--- src/rtl/wb_arbiter_pkg.sv ---
// Shared definitions for the writeback arbiter and the decode hazard unit:
// widths, source-select encoding, round-robin pointer encoding, write request.
package wb_arbiter_pkg;

    localparam int XLEN = 32;
    localparam int AW   = 5;
    localparam int NREG = 1 << AW;

    // Which producer owns the write port this cycle.
    typedef enum logic [1:0] {
        SRC_NONE = 2'd0,
        SRC_ALU  = 2'd1,
        SRC_LSU  = 2'd2,
        SRC_MDU  = 2'd3
    } src_e;

    // Round-robin pointer between the two long-latency producers.
    typedef enum logic {
        RR_LSU = 1'b0,
        RR_MDU = 1'b1
    } rr_e;

    // Destination/data pair carried by the winning producer.
    typedef struct packed {
        logic [AW-1:0]   rd;
        logic [XLEN-1:0] data;
    } wb_req_t;

    // LSU and MDU writes retire scoreboard entries; ALU writes never do.
    function automatic logic is_long_src(input src_e s);
        return (s == SRC_LSU) || (s == SRC_MDU);
    endfunction

endpackage

--- src/rtl/wb_arbiter_if.sv ---
// Producer/decode side and register-file write port of the writeback arbiter.
interface wb_arbiter_if;
    import wb_arbiter_pkg::*;

    logic            alu_valid;
    logic [AW-1:0]   alu_rd;
    logic [XLEN-1:0] alu_data;

    logic            lsu_valid;
    logic            lsu_ready;
    logic [AW-1:0]   lsu_rd;
    logic [XLEN-1:0] lsu_data;

    logic            mdu_valid;
    logic            mdu_ready;
    logic [AW-1:0]   mdu_rd;
    logic [XLEN-1:0] mdu_data;

    logic            issue_valid;
    logic [AW-1:0]   issue_rd;
    logic            flush;

    logic [AW-1:0]   rd;
    logic            regwrite;
    logic [XLEN-1:0] rd_data;
    logic [NREG-1:0] pending;

    // Producers, decode and the register file together.
    modport master (
        output alu_valid, alu_rd, alu_data,
        output lsu_valid, lsu_rd, lsu_data,
        input  lsu_ready,
        output mdu_valid, mdu_rd, mdu_data,
        input  mdu_ready,
        output issue_valid, issue_rd, flush,
        input  rd, regwrite, rd_data, pending
    );

    // The arbiter itself.
    modport slave (
        input  alu_valid, alu_rd, alu_data,
        input  lsu_valid, lsu_rd, lsu_data,
        output lsu_ready,
        input  mdu_valid, mdu_rd, mdu_data,
        output mdu_ready,
        input  issue_valid, issue_rd, flush,
        output rd, regwrite, rd_data, pending
    );

endinterface

--- src/rtl/wb_scoreboard.sv ---
// Pending-write bit vector: one bit per architectural register that has an
// LSU/MDU result still in flight. x0 never pends.
module wb_scoreboard
    import wb_arbiter_pkg::*;
(
    input  logic            clk,
    input  logic            rst_n,
    input  logic            i_set_en,
    input  logic [AW-1:0]   i_set_idx,
    input  logic            i_clr_en,
    input  logic [AW-1:0]   i_clr_idx,
    input  logic            i_flush,
    output logic [NREG-1:0] o_pending
);

    logic [NREG-1:0] r_pend;
    logic [NREG-1:0] w_set;
    logic [NREG-1:0] w_clr;
    logic [NREG-1:0] w_nxt;

    // Next state: clear first, then set, so a new issue to the same register
    // that is retiring this cycle stays outstanding. Flush wins over both.
    always_comb begin
        w_set = '0;
        w_clr = '0;
        if (i_set_en) w_set[i_set_idx] = 1'b1;
        if (i_clr_en) w_clr[i_clr_idx] = 1'b1;
        w_nxt = i_flush ? '0 : ((r_pend & ~w_clr) | w_set);
        w_nxt[0] = 1'b0;
    end

    // Pending bit register.
    always_ff @(posedge clk or negedge rst_n) begin
        if (!rst_n) r_pend <= '0;
        else        r_pend <= w_nxt;
    end

    assign o_pending = r_pend;

endmodule

--- src/rtl/wb_arbiter.sv ---
// Writeback arbiter: ALU has fixed priority, LSU/MDU share the remaining
// slots round-robin. The winner is registered onto the register-file write
// port one cycle after acceptance; the port never stalls.
module wb_arbiter
    import wb_arbiter_pkg::*;
(
    input  logic         clk,
    input  logic         rst_n,
    wb_arbiter_if.slave  bus
);

    src_e            w_src;
    wb_req_t         w_win;
    rr_e             r_rr;
    rr_e             w_rr_nxt;

    logic            r_regwrite;
    logic [AW-1:0]   r_rd;
    logic [XLEN-1:0] r_data;

    // Grant selection; ALU is always accepted so it preempts both long sources.
    always_comb begin
        w_src = SRC_NONE;
        w_win = '0;
        if (bus.alu_valid) begin
            w_src = SRC_ALU;
        end else if (bus.lsu_valid && bus.mdu_valid) begin
            w_src = (r_rr == RR_LSU) ? SRC_LSU : SRC_MDU;
        end else if (bus.lsu_valid) begin
            w_src = SRC_LSU;
        end else if (bus.mdu_valid) begin
            w_src = SRC_MDU;
        end
        case (w_src)
            SRC_ALU: w_win = '{rd: bus.alu_rd, data: bus.alu_data};
            SRC_LSU: w_win = '{rd: bus.lsu_rd, data: bus.lsu_data};
            SRC_MDU: w_win = '{rd: bus.mdu_rd, data: bus.mdu_data};
            default: w_win = '0;
        endcase
    end

    // Ready goes only to a valid winner and is suppressed while in reset.
    assign bus.lsu_ready = rst_n && (w_src == SRC_LSU);
    assign bus.mdu_ready = rst_n && (w_src == SRC_MDU);

    // Round-robin pointer register.
    always_ff @(posedge clk or negedge rst_n) begin
        if (!rst_n) r_rr <= RR_LSU;
        else        r_rr <= w_rr_nxt;
    end

    // Pointer hands priority to the other long source after each grant to one.
    always_comb begin
        w_rr_nxt = r_rr;
        case (w_src)
            SRC_LSU: w_rr_nxt = RR_MDU;
            SRC_MDU: w_rr_nxt = RR_LSU;
            default: w_rr_nxt = r_rr;
        endcase
    end

    // Output stage; x0 writes complete the handshake but never assert
    // regwrite, and rd/rd_data hold their last real write.
    always_ff @(posedge clk or negedge rst_n) begin
        if (!rst_n) begin
            r_regwrite <= 1'b0;
            r_rd       <= '0;
            r_data     <= '0;
        end else if (w_src != SRC_NONE && w_win.rd != '0) begin
            r_regwrite <= 1'b1;
            r_rd       <= w_win.rd;
            r_data     <= w_win.data;
        end else begin
            r_regwrite <= 1'b0;
        end
    end

    assign bus.regwrite = r_regwrite;
    assign bus.rd       = r_rd;
    assign bus.rd_data  = r_data;

    wb_scoreboard u_sb (
        .clk       (clk),
        .rst_n     (rst_n),
        .i_set_en  (bus.issue_valid),
        .i_set_idx (bus.issue_rd),
        .i_clr_en  (is_long_src(w_src)),
        .i_clr_idx (w_win.rd),
        .i_flush   (bus.flush),
        .o_pending (bus.pending)
    );

endmodule
--- src/flat_wrapper.sv ---
// flat-port wrapper written by rule: the top's interface ports become plain ports
module wb_arbiter_flat import wb_arbiter_pkg::*;
  (clk, rst_n, bus_alu_valid, bus_alu_rd, bus_alu_data, bus_lsu_valid, bus_lsu_rd, bus_lsu_data, bus_lsu_ready, bus_mdu_valid, bus_mdu_rd, bus_mdu_data, bus_mdu_ready, bus_issue_valid, bus_issue_rd, bus_flush, bus_rd, bus_regwrite, bus_rd_data, bus_pending);
  wb_arbiter_if bus_i ();
  input  logic clk;
  input  logic rst_n;
  input wire logic [$bits(bus_i.alu_valid)-1:0] bus_alu_valid;
  input wire logic [$bits(bus_i.alu_rd)-1:0] bus_alu_rd;
  input wire logic [$bits(bus_i.alu_data)-1:0] bus_alu_data;
  input wire logic [$bits(bus_i.lsu_valid)-1:0] bus_lsu_valid;
  input wire logic [$bits(bus_i.lsu_rd)-1:0] bus_lsu_rd;
  input wire logic [$bits(bus_i.lsu_data)-1:0] bus_lsu_data;
  output wire logic [$bits(bus_i.lsu_ready)-1:0] bus_lsu_ready;
  input wire logic [$bits(bus_i.mdu_valid)-1:0] bus_mdu_valid;
  input wire logic [$bits(bus_i.mdu_rd)-1:0] bus_mdu_rd;
  input wire logic [$bits(bus_i.mdu_data)-1:0] bus_mdu_data;
  output wire logic [$bits(bus_i.mdu_ready)-1:0] bus_mdu_ready;
  input wire logic [$bits(bus_i.issue_valid)-1:0] bus_issue_valid;
  input wire logic [$bits(bus_i.issue_rd)-1:0] bus_issue_rd;
  input wire logic [$bits(bus_i.flush)-1:0] bus_flush;
  output wire logic [$bits(bus_i.rd)-1:0] bus_rd;
  output wire logic [$bits(bus_i.regwrite)-1:0] bus_regwrite;
  output wire logic [$bits(bus_i.rd_data)-1:0] bus_rd_data;
  output wire logic [$bits(bus_i.pending)-1:0] bus_pending;
  assign bus_i.alu_valid = bus_alu_valid;
  assign bus_i.alu_rd = bus_alu_rd;
  assign bus_i.alu_data = bus_alu_data;
  assign bus_i.lsu_valid = bus_lsu_valid;
  assign bus_i.lsu_rd = bus_lsu_rd;
  assign bus_i.lsu_data = bus_lsu_data;
  assign bus_lsu_ready = bus_i.lsu_ready;
  assign bus_i.mdu_valid = bus_mdu_valid;
  assign bus_i.mdu_rd = bus_mdu_rd;
  assign bus_i.mdu_data = bus_mdu_data;
  assign bus_mdu_ready = bus_i.mdu_ready;
  assign bus_i.issue_valid = bus_issue_valid;
  assign bus_i.issue_rd = bus_issue_rd;
  assign bus_i.flush = bus_flush;
  assign bus_rd = bus_i.rd;
  assign bus_regwrite = bus_i.regwrite;
  assign bus_rd_data = bus_i.rd_data;
  assign bus_pending = bus_i.pending;
  wb_arbiter u_core (.clk(clk), .rst_n(rst_n), .bus(bus_i));
endmodule
--- config.mk ---
export PLATFORM = sky130hd
export DESIGN_NAME = wb_arbiter_flat
export DESIGN_NICKNAME = d
export VERILOG_FILES = /design/src/rtl/wb_arbiter_pkg.sv /design/src/rtl/wb_arbiter_if.sv /design/src/rtl/wb_scoreboard.sv /design/src/rtl/wb_arbiter.sv /design/src/flat_wrapper.sv
export SDC_FILE = /design/constraint.sdc
export NUM_CORES = 1
export LEC_CHECK = 0
export CORE_ASPECT_RATIO = 0.7
export CORE_MARGIN = 2
export CORE_UTILIZATION = 30
export DETAILED_ROUTE_END_ITERATION = 8
export RECOVER_POWER = 50
export SKIP_CTS_REPAIR_TIMING = 1
export SLEW_MARGIN = 25
export SYNTH_ARGS = -nofsm -noshare
export SYNTH_HDL_FRONTEND = slang
export SYNTH_SLANG_ARGS = --single-unit
--- constraint.sdc ---
create_clock -name clk -period 5.64 [get_ports clk]
set_input_delay 1.692 -clock clk [delete_from_list [all_inputs] [get_ports clk]]
set_output_delay 1.692 -clock clk [all_outputs]
set_load 0.005 [all_outputs]
* Word-level counts from Yosys, hierarchy flattened
Index checks and enable logic that the tools add are counted.
Cells by class: magnitude comparators 4, bitwise logic cells 3, reductions and logical operators 10, mux-type cells 15, eq/ne operators 3
Operators by type and width (count):
- 37-bit case mux with 3 select lines | 1
- 32-bit 2-to-1 mux | 3
- 32-bit AND | 1
- 32-bit inverter | 1
- 32-bit bitwise OR | 1
- 5-bit by 6-bit < comparator with 1-bit output (second input constant) | 2
- 1-bit demux with 5-bit select | 2
- 5-bit by 1-bit >= comparator with 1-bit output (second input constant) | 2
- 2-bit 2-to-1 mux | 4
- 1-bit logical AND | 6
- 5-bit nonzero test | 1
- 2-bit equality test (second input constant) | 2
- 1-bit 2-to-1 mux | 4
- 2-bit nonzero test | 2
- 2-bit by 1-bit equality test with 1-bit output (second input constant) | 1
- 1-bit case mux with 2 select lines | 1
- 1-bit logical OR | 1
Storage, ports and cells: flip-flop bits (word level) 70

* Longest topological paths before layout
Gate-level depths: netlist of run 1.
depth in word-level cells 15, mapped depth 11, mapped depth without buffers 6

* By module
Synthesis of run 1 repeated with hierarchy kept, for this count alone.
Unflattened totals: cells, all modules 347, area total of the unflattened synthesis 3567.2 µm²
Modules (own cells, without submodules):
- wb_arbiter | seq. area each 975.9 µm², area each 2052.0 µm², cells an instance 191, instances 1
- wb_scoreboard | seq. area each 775.7 µm², area each 1515.2 µm², cells an instance 156, instances 1

* Worst setup path before layout of run 1
OpenSTA, ideal clock, no wires.
path type input-to-output, start input bus_alu_valid, end output bus_mdu_ready, path buffers 3, path slack 1.210 ns, data required time 3.948 ns, stages on the path 6, arrival 2.738 ns, cells stage by stage buf_2 > inv_1 > and3_1 > buf_2 > clkbuf_1 > and2_1
Between the ends: word-level cells in the longest chain between the ends 3
RTL lines:
- from (decl) | RTL line flat_wrapper.sv:7 | input wire logic [$bits(bus_i.alu_valid)-1:0] bus_alu_valid;
- 2-bit 2-to-1 mux | RTL line wb_arbiter.sv:25 | if (bus.alu_valid) begin
- 2-bit equality test | RTL line wb_arbiter.sv:44 | assign bus.mdu_ready = rst_n && (w_src == SRC_MDU);
- 1-bit logical AND | RTL line wb_arbiter.sv:44
- to (decl) | RTL line flat_wrapper.sv:17 | output wire logic [$bits(bus_i.mdu_ready)-1:0] bus_mdu_ready;
No other way between the ends.

* Final worst setup path of run 1
Same ends and word-level chain as after synthesis.

==> impl_metrics.yaml, run 1 <==
timing:
  fmax_mhz: 199
  clock_skew_ns: 0.00489
  rsz0062_at_grt: "no"
  drv_slew: 51
  finalSetupTns_ns: 0
  setup_viol: 0
  post-route-period-util_pct: 89.0
  relSlewSlack_pct: -82.3
  period_needed_ns: 5.02
  worstMarginPinSlew_ns: 2.74
  hold_violations: 0
synthesis:
  synth_nets: 452
  yosys_warnings: 0
  syn_inst: 329
  avgSynthCellArea_um2: 10.7
  yosysSeqAreaShare_pct: 49.6
  ys_seq_elements: 70
  synthDistinctLibCells: 33
  netlist_area_um2: 3530
floorplanning:
  die_x_um: 134
  core_um2: 11600
  placementRows: 33
  start_util_pct: 30.4
  die_y_um: 94.7
  die-area_um2: 12700
  io_pins: 195
setup_path:
  cp_slowest_cell: "dlygate4sd3_1"
  crit_type: "in -> out"
  cp.arrival_ns: 3.33
  r2r-start: "u_core.r_rr"
  ff2ff_path_depth: 7
  r2r_slack_ns: 2.70
  path_max_fanout: 8
  critPathRequiredTime_ns: 3.95
  crit_chain: "dlygate4sd3_1, inv_1, and3_1, and2_1, clkdlybuf4s50_1"
  crit_family: "buffers and inverters"
  path_buf_inv: 3
  cp-start-kind: "input port"
  cpPeakStageDelay_ns: 0.58
  worst_setup_path_end_kind: "primary output"
  r2r-end: "u_core.u_sb.o_pending[15]"
route:
  drc_errors: 0
  viasPerCell: 5.13
  num_vias: 3477
  drt_iter0_markers: 335
  wl_um: 12100
  routedWlPerCell_um: 17.9
  dr.pass1.iters: 9
  drtAntennaViolNets: 0
layout:
  num_antenna_cells: 0
  final_common_cell: "clkdlybuf4s50_1"
  layout_common_cells: "157 x clkdlybuf4s50_1, 70 x dfrtp_1, 39 x inv_1"
  area_growth_pct: 67.1
  ff_latch_area_um2: 1750
  nets: 639
  multi_input_area_um2: 1510
  fillers: 1057
  drive_above_1_share_pct: 4.61
global_route:
  grt_use_met1_pct: 26.0
  grt_overflow: 0
  grt_busiest_layer: "met2"
  antenna_found_initial: 0
  global_route.usage.met2_pct: 31.0
  grt_util_met3_pct: 6.28
  grt_usage_pct: 19.7
  grt_pass1_vias: 3439
  grt_start_max_net_pins: 51
  grt_pass1_wl_um: 18900
cts:
  path_clk_slew_ns: 0.05
  cts_tree: "done"
  cts.path.max_buffers: 2
  cts_root_buf: "clkbuf_16"
  cts_max_level: 3
  insertion_delay_ns: 0.33
  cts-buffers-inserted: 9
  clock_sinks: 70
power:
  p_clk_share_pct: 40.7
  powerDensity_nw_per_um2: 253
  pwr-share-seq_pct: 37.8
  p_sw_w: 0.000364
  combinationalPowerShare_pct: 21.5
  ir_worst_vdd_mv: 0.164
  sw_frac_of_total_pct: 24.5
  p_leak_nw: 2.65
  p_int_w: 0.00113
  finalPower_w: 0.00149
min_path:
  hold_path.class: "reg -> reg"
  hp-start: "u_core.bus.rd_data[29]"
  holdPathEnd: "u_core.bus.rd_data[29]"
  holdPathStages: 2
place:
  gp_congestion: 0.832
  io_buffers: 193
  place_hpwl_um: 9140
run_status:
  status: "finished with violations"
  violations: "max-capacitance violations, max-slew violations"
run:
  maxCapViolCount: 1
[worst max-delay path by stage]
stage,cells past startpoint,from,endpoint,slack [ns]
3_5_place_dp,8,bus_mdu_valid,u_core.bus.rd_data[2],0.56
4_1_cts,5,bus_alu_valid,bus_mdu_ready,0.74
2_1_floorplan,6,bus_alu_valid,bus_mdu_ready,1.21
6_report,5,bus_alu_valid,bus_mdu_ready,0.62
3_3_place_gp,5,bus_alu_valid,bus_mdu_ready,0.73
5_1_grt,5,bus_alu_valid,bus_mdu_ready,0.53
[kinds of logic (layout without fill, tap and decap cells)]
| kind of cell | count (synthesis) | count (layout) | synth area share, % |
|---|---|---|---|
| AO/OA/AOI/OAI | 94 | 94 | 23.0 |
| flip-flops | 70 | 70 | 49.6 |
| AND/OR/NAND/NOR | 70 | 70 | 10.5 |
| buffers and inverters | 62 | 254 | 7.70 |
| multiplexers | 32 | 32 | 9.08 |
| other | 1 | 1 | 0.106 |
[synth_stat cells, drive strengths merged]
cell type | count | area (µm²)
dfrtp | 70 | 1750
inv | 39 | 146
a222oi | 34 | 340
mux2i | 32 | 320
nand2 | 27 | 101
a32o | 19 | 190
o21ai | 19 | 95.1
clkbuf | 13 | 48.8
o211ai | 11 | 82.6
buf | 10 | 76.3
nor2 | 7 | 26.3
and2 | 6 | 37.5
nand2b | 5 | 31.3
nor3 | 5 | 25.0
and3 | 4 | 25.0
nor3b | 4 | 30.0
a21oi | 3 | 15.0
nand3 | 3 | 27.5
nand3b | 3 | 22.5
or3 | 3 | 18.8
a32oi | 2 | 17.5
and3b | 2 | 17.5
a211o | 1 | 8.76
a21boi | 1 | 11.3
a221o | 1 | 10.0
a221oi | 1 | 26.3
a31oi | 1 | 6.26
conb | 1 | 3.75
nor2b | 1 | 6.26
o311ai | 1 | 8.76
[worst min-delay path, delay by kind of cell, from the launching register on]
| family | cells | cell delay (ns) |
|---|---|---|
| buffers and inverters | 1 | 0.05 |
| muxes | 1 | 0.05 |
| DFF | 1 | 0.36 |
[power by group through the flow]
| stage | combinational [W] | sequential [W] | clock, W |
|---|---|---|---|
| after floorplan | 0.000117 | 0.000574 | 0 |
| after global placement | 0.000326 | 0.000571 | 0 |
| after detailed placement | 0.000332 | 0.000571 | 0 |
| after CTS | 0.000332 | 0.000564 | 0.000620 |
| after global routing | 0.000350 | 0.000568 | 0.000638 |
| final | 0.000320 | 0.000562 | 0.000606 |
[registers in the layout, indices dropped and copies added (netlist names)]
| signal | flops |
|---|---|
| u_core.u_sb.o_pending | 31 |
| u_core.r_rr | 1 |
| u_core.bus.regwrite | 1 |
| u_core.bus.rd_data | 32 |
| u_core.bus.rd | 5 |
[area by class of cell]
class / instances / share of cell area [%]
Clock inverter: 4 / 1.19
Clock buffer: 12 / 4.18
Multi-Input combinational cell: 197 / 25.7
Inverter: 39 / 2.48
Tap cell: 157 / 3.33
Timing Repair Buffer: 199 / 33.4
Sequential cell: 70 / 29.7
[metal layers]
layer	routed length, µm	part of all wire (%)
met1	5490	45
met2	5440	45
met3	977	8.0
met4	229	1.9
met5	0	0
[stage by stage]
| stage | hold WS [ns] | area [µm²] | std cells | utilization (%) | setup WS [ns] |
|---|---|---|---|---|---|
| 5_1_grt | 0.526 | 5900 | 678 | 50.8 | 0.526 |
| 6_report | 0.513 | 5900 | 678 | 50.8 | 0.620 |
| 3_3_place_gp | 0.504 | 5580 | 662 | 48.1 | 0.728 |
| 2_1_floorplan | 0.493 | 3530 | 329 | - | 1.21 |
| 4_1_cts | 0.521 | 5890 | 678 | 50.8 | 0.741 |
| 3_5_place_dp | 0.508 | 5580 | 662 | 48.1 | 0.562 |
No activity file was read; power rests on OpenSTA's default activity.
==> run 2, diff against run 1 <==
==> constraint.sdc (replaced) <==
create_clock -name clk -period 5 [get_ports clk]
set_input_delay 1.5 -clock clk [delete_from_list [all_inputs] [get_ports clk]]
set_output_delay 1.5 -clock clk [all_outputs]
set_load 0.005 [all_outputs]
==> run 2 against run 1 <==
Compared with the run above: the flow still finishes with violations (max-capacitance violations, max-slew violations); via count increased by 0.89%; critical path depth unchanged; design area fell by 0.68%; worst hold slack better by 0.0014 ns; first-iteration DRC count shrank 3.0%; die area did not move; setup slack worse by 0.26 ns; sequential power grew 13%; count of clock-buffer cells in the layout unchanged; register-to-register slack lost 0.42 ns; non-clock buffer count rose by 2; critical path type unchanged; largest power group is now sequential cells; highest routed layer unchanged.
==> impl_metrics.yaml, run 2 (synthesis gave the netlist of run 1 again) <==
cts:
  cts.path.max_buffers: 2
  cts_tree: "done"
  path_clk_slew_ns: 0.05
  insertion_delay_ns: 0.32
  cts_root_buf: "clkbuf_16"
  clock_sinks: 70
  cts-buffers-inserted: 9
  cts_max_level: 3
route:
  drc_errors: 0
  viasPerCell: 5.16
  drtAntennaViolNets: 0
  drt_iter0_markers: 325
  wl_um: 12400
  dr.pass1.iters: 8
  routedWlPerCell_um: 18.2
  num_vias: 3508
power:
  ir_worst_vdd_mv: 0.151
  finalPower_w: 0.00157
  powerDensity_nw_per_um2: 268
  p_leak_nw: 2.63
floorplanning:
  die_y_um: 94.7
  io_pins: 195
  placementRows: 33
  die_x_um: 134
  start_util_pct: 30.4
  die-area_um2: 12700
  core_um2: 11600
global_route:
  grt_start_max_net_pins: 44
  antenna_found_initial: 0
  grt_overflow: 0
  grt_pass1_wl_um: 19300
  grt_usage_pct: 20.0
  grt_pass1_vias: 3551
place:
  io_buffers: 193
  dp_slack_ns: 0.451
  place_hpwl_um: 9520
  gp_congestion: 0.839
  placed_area_um2: 5590
layout:
  largest_reg_flops: 32
  layout_common_cells: "157 x clkdlybuf4s50_1, 70 x dfrtp_1, 39 x inv_1"
  drive_above_1_share_pct: 4.59
  fillers: 1032
  num_antenna_cells: 0
  final_common_cell: "clkdlybuf4s50_1"
  final_cell_area_um2: 5860
  area_growth_pct: 66.0
  nets: 641
setup_path:
  critPathRequiredTime_ns: 3.50
  crit_chain: "dlygate4sd3_1, inv_1, and3_1, and2_1, clkdlybuf4s50_1"
  path_max_fanout: 8
  worst_setup_path_end_kind: "primary output"
  crit_type: "in -> out"
  r2r_slack_ns: 2.28
  cp_slowest_cell: "dlygate4sd3_1"
  cp-start-kind: "input port"
  cp.arrival_ns: 3.14
  cpPeakStageDelay_ns: 0.58
timing:
  setup_viol: 0
  setup_ws_ns: 0.362
  finalSetupTns_ns: 0
  drv_slew: 71
  relSlewSlack_pct: -35.4
  rsz0062_at_grt: "no"
  fmax_mhz: 216
  worstMarginPinSlew_ns: 2.03
  period_needed_ns: 4.64
  hold_violations: 0
  post-route-period-util_pct: 92.8
  clock_skew_ns: 0.00857
min_path:
  hold_path.class: "reg -> reg"
run:
  maxCapViolCount: 2
run_status:
  violations: "max-capacitance violations, max-slew violations"
  status: "finished with violations"
==> run 2: cell types whose count changed in the layout (fill, tap and decap cells not counted) <==
cell	change
clkinv_2	+1
clkinvlp_4	+1
clkbuf_1	+2
bufinv_16	-2
==> run 2: final cells by class <==
cell class,instances,area (µm²),share of cell area (%)
clock buffer,12,246,4.21
sequential,70,1750,29.9
tap,157,196,3.35
timing repair buffer,201,1980,33.8
clock inverter,4,22.5,0.385
multi-input combinational,197,1510,25.9
inverter,39,146,2.50
==> run 2: metrics by stage <==
step	hold WS [ns]	util (%)	instances
6_report	0.514	50.5	680
2_1_floorplan	0.493	-	329
5_1_grt	0.530	50.5	680
4_1_cts	0.519	50.5	680
3_3_place_gp	0.505	48.2	664
3_5_place_dp	0.508	48.2	664
==> run 2: routing by layer <==
| metal | up-vias | wire length (µm) | track usage (%) |
|---|---|---|---|
| met5 | - | 0 | 0 |
| met4 | 0 | 187 | 4.88 |
| met3 | 17 | 989 | 6.92 |
| met2 | 150 | 5460 | 30.9 |
| met1 | 1712 | 5770 | 27.1 |
| li1 | 1629 | - | - |
==> run 2: power breakdown <==
part | total [W] | internal, W | switching (W)
sequential | 0.000636 | 0.000611 | 0.0000251
combinational | 0.000365 | 0.000210 | 0.000155
clock | 0.000569 | 0.000346 | 0.000222
==> run 2: worst paths after layout <==
| path | from | end | cells past startpoint |
|---|---|---|---|
| worst min-delay path | u_core.bus.rd_data[21] | u_core.bus.rd_data[21] | 2 |
| max in group asynchronous | rst_n | u_core.bus.rd_data[12] | 2 |
| worst max-delay path | bus_alu_valid | bus_mdu_ready | 5 |
| worst min register to register | u_core.bus.rd_data[21] | u_core.bus.rd_data[21] | 2 |
| worst max register to register | u_core.r_rr | u_core.u_sb.o_pending[15] | 8 |
| min in group asynchronous | rst_n | u_core.u_sb.o_pending[18] | 1 |
==> run 2: worst max-delay path, delay by kind of cell <==
family	cells	cell delay, ns
buffers and inverters	3	1.28
AND/OR/NAND/NOR	2	0.35
==> run 3, diff against run 2 <==
--- a/config.mk
+++ b/config.mk
@@ -9,6 +9,7 @@
 export CORE_MARGIN = 2
 export CORE_UTILIZATION = 30
 export DETAILED_ROUTE_END_ITERATION = 8
+export HOLD_SLACK_MARGIN = 0.08
 export RECOVER_POWER = 50
 export SKIP_CTS_REPAIR_TIMING = 1
 export SLEW_MARGIN = 25
==> results of run 3 <==
The final DEF is identical to that of run 2; final timing and power are the same.
